[src/rtl/alu_pkg.sv]
// Shared ALU definitions: opcode encodings, scheduler states and the opcode legality check.
// Used by the ALU, the round-robin scheduler and its testbench.
package alu_pkg;

   localparam int XLEN = 32;

   typedef enum logic [3:0] {
      ALU_ADD  = 4'd0,
      ALU_SLL  = 4'd1,
      ALU_SLT  = 4'd2,
      ALU_SLTU = 4'd3,
      ALU_XOR  = 4'd4,
      ALU_SRL  = 4'd5,
      ALU_OR   = 4'd6,
      ALU_AND  = 4'd7,
      ALU_SUB  = 4'd8,
      ALU_SRA  = 4'd13
   } alu_op_t;

   typedef enum logic [1:0] {
      ST_IDLE = 2'd0,
      ST_EXEC = 2'd1,
      ST_RESP = 2'd2
   } sched_state_t;

   function automatic logic is_legal_op(input logic [3:0] op);
      logic legal;
      case (op)
         4'd0, 4'd1, 4'd2, 4'd3, 4'd4, 4'd5, 4'd6, 4'd7, 4'd8, 4'd13: legal = 1'b1;
         default: legal = 1'b0;
      endcase
      return legal;
   endfunction

endpackage

[src/rtl/alu.sv]
// Purely combinational 32-bit ALU; undefined opcodes produce zero.
module alu
   import alu_pkg::*;
(
   input  logic [XLEN-1:0] i_a,
   input  logic [XLEN-1:0] i_b,
   input  logic [3:0]      i_op,
   output logic [XLEN-1:0] o_res
);

   logic [4:0] shamt;

   assign shamt = i_b[4:0];

   always_comb begin
      o_res = '0;
      case (alu_op_t'(i_op))
         ALU_ADD:  o_res = i_a + i_b;
         ALU_SUB:  o_res = i_a - i_b;
         ALU_SLL:  o_res = i_a << shamt;
         ALU_SLT:  o_res = {{(XLEN-1){1'b0}}, ($signed(i_a) < $signed(i_b))};
         ALU_SLTU: o_res = {{(XLEN-1){1'b0}}, (i_a < i_b)};
         ALU_XOR:  o_res = i_a ^ i_b;
         ALU_SRL:  o_res = i_a >> shamt;
         ALU_SRA:  o_res = $unsigned($signed(i_a) >>> shamt);
         ALU_OR:   o_res = i_a | i_b;
         ALU_AND:  o_res = i_a & i_b;
         default:  o_res = '0;
      endcase
   end

endmodule

[src/rtl/rr_arbiter.sv]
// Combinational round-robin arbiter: picks the first asserted request scanning
// upward from i_ptr with wrap-around, and reports it one-hot and encoded.
module rr_arbiter #(
   parameter int N_REQ = 4,
   parameter int ID_W  = $clog2(N_REQ)
) (
   input  logic [N_REQ-1:0] i_req,
   input  logic [ID_W-1:0]  i_ptr,
   output logic [N_REQ-1:0] o_grant,
   output logic [ID_W-1:0]  o_grant_idx,
   output logic             o_grant_valid
);

   int          cand;
   logic [ID_W-1:0] cand_idx;

   always_comb begin
      o_grant_valid = 1'b0;
      o_grant_idx   = '0;
      cand          = 0;
      cand_idx      = '0;
      for (int i = 0; i < N_REQ; i++) begin
         cand     = (int'(i_ptr) + i) % N_REQ;
         cand_idx = ID_W'(cand);
         if (!o_grant_valid && i_req[cand_idx]) begin
            o_grant_valid = 1'b1;
            o_grant_idx   = cand_idx;
         end
      end
   end

   assign o_grant = o_grant_valid ? (N_REQ'(1) << o_grant_idx) : '0;

endmodule

[src/rtl/alu_rr_sched.sv]
// Round-robin scheduler sharing one combinational ALU among N_REQ requesters,
// with latched operands, a registered result and an id-tagged response channel.
module alu_rr_sched
   import alu_pkg::*;
#(
   parameter  int N_REQ = 4,
   localparam int ID_W  = $clog2(N_REQ)
) (
   input  logic                       i_clk,
   input  logic                       i_rst_n,
   input  logic [N_REQ-1:0]           i_req_valid,
   output logic [N_REQ-1:0]           o_req_ready,
   input  logic [N_REQ-1:0][XLEN-1:0] i_req_a,
   input  logic [N_REQ-1:0][XLEN-1:0] i_req_b,
   input  logic [N_REQ-1:0][3:0]      i_req_op,
   output logic                       o_rsp_valid,
   input  logic                       i_rsp_ready,
   output logic [XLEN-1:0]            o_rsp_res,
   output logic [ID_W-1:0]            o_rsp_id,
   output logic                       o_rsp_err
);

   sched_state_t    state_q, state_d;
   logic [ID_W-1:0] rr_ptr_q, rr_ptr_d;
   logic [XLEN-1:0] a_q, a_d;
   logic [XLEN-1:0] b_q, b_d;
   logic [3:0]      op_q, op_d;
   logic [ID_W-1:0] id_q, id_d;
   logic            rsp_valid_q, rsp_valid_d;
   logic [XLEN-1:0] rsp_res_q, rsp_res_d;
   logic [ID_W-1:0] rsp_id_q, rsp_id_d;
   logic            rsp_err_q, rsp_err_d;

   logic [N_REQ-1:0] grant;
   logic [ID_W-1:0]  grant_idx;
   logic             grant_valid;
   logic             accept_window;
   logic             accept;
   logic [XLEN-1:0]  alu_res;
   logic             op_legal;

   rr_arbiter #(
      .N_REQ (N_REQ),
      .ID_W  (ID_W)
   ) u_arb (
      .i_req         (i_req_valid),
      .i_ptr         (rr_ptr_q),
      .o_grant       (grant),
      .o_grant_idx   (grant_idx),
      .o_grant_valid (grant_valid)
   );

   alu u_alu (
      .i_a   (a_q),
      .i_b   (b_q),
      .i_op  (op_q),
      .o_res (alu_res)
   );

   // A new request can overlap the response handshake, giving one op every two cycles.
   assign accept_window = (state_q == ST_IDLE) || ((state_q == ST_RESP) && i_rsp_ready);
   assign accept        = accept_window && grant_valid;
   assign o_req_ready   = accept ? grant : '0;
   assign op_legal      = is_legal_op(op_q);

   always_comb begin
      state_d     = state_q;
      rr_ptr_d    = rr_ptr_q;
      a_d         = a_q;
      b_d         = b_q;
      op_d        = op_q;
      id_d        = id_q;
      rsp_valid_d = rsp_valid_q;
      rsp_res_d   = rsp_res_q;
      rsp_id_d    = rsp_id_q;
      rsp_err_d   = rsp_err_q;

      if (accept) begin
         a_d      = i_req_a[grant_idx];
         b_d      = i_req_b[grant_idx];
         op_d     = i_req_op[grant_idx];
         id_d     = grant_idx;
         rr_ptr_d = (grant_idx == ID_W'(N_REQ - 1)) ? '0 : grant_idx + 1'b1;
      end

      case (state_q)
         ST_IDLE: begin
            if (accept) begin
               state_d = ST_EXEC;
            end
         end
         ST_EXEC: begin
            rsp_valid_d = 1'b1;
            rsp_res_d   = op_legal ? alu_res : '0;
            rsp_err_d   = !op_legal;
            rsp_id_d    = id_q;
            state_d     = ST_RESP;
         end
         ST_RESP: begin
            if (i_rsp_ready) begin
               rsp_valid_d = 1'b0;
               state_d     = accept ? ST_EXEC : ST_IDLE;
            end
         end
         default: begin
            state_d = ST_IDLE;
         end
      endcase
   end

   always_ff @(posedge i_clk or negedge i_rst_n) begin
      if (!i_rst_n) begin
         state_q     <= ST_IDLE;
         rr_ptr_q    <= '0;
         a_q         <= '0;
         b_q         <= '0;
         op_q        <= '0;
         id_q        <= '0;
         rsp_valid_q <= 1'b0;
         rsp_res_q   <= '0;
         rsp_id_q    <= '0;
         rsp_err_q   <= 1'b0;
      end else begin
         state_q     <= state_d;
         rr_ptr_q    <= rr_ptr_d;
         a_q         <= a_d;
         b_q         <= b_d;
         op_q        <= op_d;
         id_q        <= id_d;
         rsp_valid_q <= rsp_valid_d;
         rsp_res_q   <= rsp_res_d;
         rsp_id_q    <= rsp_id_d;
         rsp_err_q   <= rsp_err_d;
      end
   end

   assign o_rsp_valid = rsp_valid_q;
   assign o_rsp_res   = rsp_res_q;
   assign o_rsp_id    = rsp_id_q;
   assign o_rsp_err   = rsp_err_q;

endmodule

[config.mk]
export PLATFORM = sky130hd
export DESIGN_NAME = alu_rr_sched
export DESIGN_NICKNAME = d
export VERILOG_FILES = /design/src/rtl/alu_pkg.sv /design/src/rtl/alu.sv /design/src/rtl/rr_arbiter.sv /design/src/rtl/alu_rr_sched.sv
export SDC_FILE = /design/constraint.sdc
export NUM_CORES = 1
export LEC_CHECK = 0
export CAP_MARGIN = 20
export CORE_MARGIN = 8
export CORE_UTILIZATION = 53
export DETAILED_ROUTE_END_ITERATION = 8
export GPL_TIMING_DRIVEN = 0
export PLACE_DENSITY = 0.85
export SYNTH_ARGS = -nofsm -noshare
export SYNTH_HDL_FRONTEND = slang
export SYNTH_SLANG_ARGS = --single-unit
export TNS_END_PERCENT = 50
[constraint.sdc]
create_clock -name i_clk -period 4.5 [get_ports i_clk]
set_clock_uncertainty 0.2 [all_clocks]
set_input_delay 0.675 -clock i_clk [delete_from_list [all_inputs] [get_ports i_clk]]
set_output_delay 0.675 -clock i_clk [all_outputs]
set_load 0.01 [all_outputs]
==> impl_results.md <==
- Status: complete, but fails checks
- Violated checks: design-rule violations
- Layout cells sized above 1: 5.91%
- Synth area leaders: dfrtp_1 19%, nand2_1 9.8%, ha_1 8.9%
- Max-slew headroom: a little over a quarter
- DRC Markers: 28
- First-pass GRT wire length: 114000 um
- Initial DRC count: roughly 3500
- EDFF count, synth: 0
- Chip Width: between 150 and 200 um
- Slew Limit Fails: 0
- Die height: 182 um
- Final worst setup slack: 0.0877 ns
- Cell area after synthesis: 0.0146 mm^2
- Largest net degree at the start of global routing: 58
- Internal power: 0.00670 W
- Clock tree sinks: 110
- Clock transition at path regs: ~0.090 ns
- Critical path peak fanout: 16
- Count of max-cap constraint violations: 0
- Gr ovfl total: 0
- Post-synthesis cell type count: slightly below 80
- Final Cycle Share: between 90 and 100%
- Cell taking the most area after synthesis: dfrtp_1
- Core ar.: between 0.02 and 0.03 mm^2
- Via count: 19300
- Sw Ratio: 62.0%
- Hold_buf cts: 0
- Cells after Synth: ~2000
- Synth Warn #: 0
- Share of synthesized registers carrying an async set or reset: 100%
- Fin crit period: ~4.4 ns
- P_sw: 0.0109 W
- Hold WS: roughly 0.08 ns
- Root Buffer: clkbuf_16
- Seq pwr share: between 10% and 20%
- Final hold vios: 0
- Pwr Density: 949 mW/mm^2
- Mapped Nets: between 2000 and 2500
- Register area share after synthesis: a little under a fifth
- Num CTS Buffers: 9
- Predominant post-synthesis flop cell: dfrtp_1
- Initial antenna violation count: 1
- Worst min path class: in -> async
- Peak VDD IR: ~0.38 mV
- PortBufs: about 320
- Area growth, synth to finish: 27.7%
- Syn Area/Cell: roughly 7.1 um^2
- Avg WL per Cell: between 20 and 30 um
- Leakage power total: between 7 and 8 nW
- Vias per inst: 7.06
- CP Class: reg -> reg
- Setup Viol. Count Final: 0
- Worst-Margin Slew: about 1.1 ns
- Routed WL: 78200 um
- Combinational Power Share: between 80% and 90%
- Share of the synthesized area in the top cell type: approximately a fifth
- Pre-antenna DRT Iters: 9
- Routability-driven placement congestion ratio: around 1.2
- Fmax: 0.227 GHz
- Post-Place Worst Slack: -0.842 ns
- Final total negative setup slack: 0 ns
- Final Util: slightly below 70%
- Nets: between 2000 and 3000
- Clk network pwr share: slightly below 5%
- Max Buffers Root-to-Sink: 2
- Worst skew pair latency: 0.38 ns
- Site Rows: 60
- Fill cells: about 2300
- Synth Register Bits: 110
- Total Routing Usage GR: around 45%
- Number of global-route vias before repair: roughly 18000
- Worst Path Required: ~4.6 ns
- I/O pins: around 320
- CTS H-tree depth: 3
- Starting density of the core: approximately 54%
- WP data arrival: approximately 4.5 ns
- HPWL Detailed: ~60000 um
- Placed Area: 0.0182 mm^2
- Fin area: between 0.015 and 0.02 mm^2
- Startpoint types: register
- Setup crit end kind: register
- Die Area: about 0.033 mm^2
- Antenna-violating nets left: 0
- CTS tree: built
==> worst max-delay path, stage by stage (launching register included) <==
cell and delay [ns]:
dfrtp_1 0.39, buf_2 0.21, inv_4 0.23, buf_2 0.40, ha_1 0.32, buf_4 0.17
a211oi_1 0.35, o311a_1 0.30, nor3_2 0.11, o31ai_4 0.39, nand2b_1 0.11, a21o_1 0.29
a221oi_1 0.39, o221ai_1 0.20, a21o_1 0.22
==> per-layer routing <==
metal / track usage, % / vias to the layer above / routed length (um)
li1: - / 8019 / -
met1: 53.0 / 8916 / 27000
met2: 67.8 / 1835 / 32300
met3: 21.3 / 481 / 12600
met4: 26.2 / 4 / 6180
met5: 0 / - / 57
==> through the flow <==
| step | instances | power [W] |
|---|---|---|
| after floorplan | 2047 | 0.0106 |
| after global placement | 2706 | 0.0153 |
| after detailed placement | 2710 | 0.0154 |
| after CTS | 2726 | 0.0164 |
| after global routing | 2725 | 0.0182 |
| final | 2727 | 0.0176 |
==> worst paths after layout <==
path | startpoint | end | depth (start not counted) | slack (ns)
worst max-delay path | b_q[2]$_DFFE_PN0P_ | o_rsp_res[30]$_DFFE_PN0P_ | 14 | 0.09
worst min-delay path | i_rst_n | a_q[25]$_DFFE_PN0P_ | 2 | 0.08
worst max register to register | b_q[2]$_DFFE_PN0P_ | o_rsp_res[30]$_DFFE_PN0P_ | 14 | 0.09
worst min register to register | o_rsp_id[0]$_DFFE_PN0P_ | o_rsp_id[0]$_DFFE_PN0P_ | 2 | 0.28
max in group asynchronous | i_rst_n | b_q[18]$_DFFE_PN0P_ | 2 | 3.71
min in group i_clk | o_rsp_id[0]$_DFFE_PN0P_ | o_rsp_id[0]$_DFFE_PN0P_ | 2 | 0.28
==> synthesized netlist by cell type, drive strengths merged, types with 29 or more instances <==
cell type and n:
nand2 381, nand3 221, nor2 173, o21ai 168, a21oi 136, clkbuf 123, dfrtp 110, ha 104
inv 99, mux4 61, buf 43, nor3 33, mux2i 29
==> cell families after synthesis <==
group                      count (synthesis)  synth area share, %
DFF                                      110                 18.9
buffers and inverters                    268                 7.44
AOI/OAI and AO/OA                        536                 23.5
muxes                                     95                 12.0
and+or+nand+nor                          907                 27.4
xor gates and xnor gates                  25                 1.50
adders and majority gates                106                 9.21
==> layout by cell type, fill, tap and decap left out, drive strengths merged, types with 61 or more instances in the layout <==
cell / instances
a21oi: 136
clkbuf: 130
clkdlybuf4s50: 317
dfrtp: 110
ha: 104
inv: 103
mux4: 61
nand2: 381
nand3: 221
nor2: 173
o21ai: 168
==> power groups by stage <==
stage / Combinational (W) / Sequential [W] / Clock (W)
2_1_floorplan: 0.00872 / 0.00192 / 0
3_3_place_gp: 0.0130 / 0.00230 / 0
3_5_place_dp: 0.0131 / 0.00233 / 0
4_1_cts: 0.0132 / 0.00231 / 0.000836
5_1_grt: 0.0149 / 0.00243 / 0.000869
6_report: 0.0143 / 0.00247 / 0.000857
==> state kept, by name, indices dropped and copies added, names as in the netlist <==
signal       cells
o_rsp_id         2
o_rsp_err        1
id_q             2
op_q             4
state_q          2
o_rsp_valid      1
a_q             32
o_rsp_res       32
b_q             32
rr_ptr_q         2
==> cell type report <==
class                           instances  area, um^2  share of cell area (%)
Antenna cell                            2        5.00                  0.0269
Buffer                                162         698                    3.75
Clock buffer                            9         225                    1.21
Clock inverter                          7        62.6                   0.336
Inverter                              102         393                    2.11
Multi-Input combinational cell       1669       10800                    57.9
Sequential cell                       110        2760                    14.8
Tap cell                              341         427                    2.29
Timing Repair Buffer                  325        3270                    17.6
==> what timing repair did <==
| action | in CTS | in global routing |
|---|---|---|
| gates resized for setup | 8 | 14 |
| pin swaps | 0 | 1 |
| setup buffers | 3 | 0 |
| setup endpoints to repair | 23 | 16 |
Power figures use the tool's default switching activity.
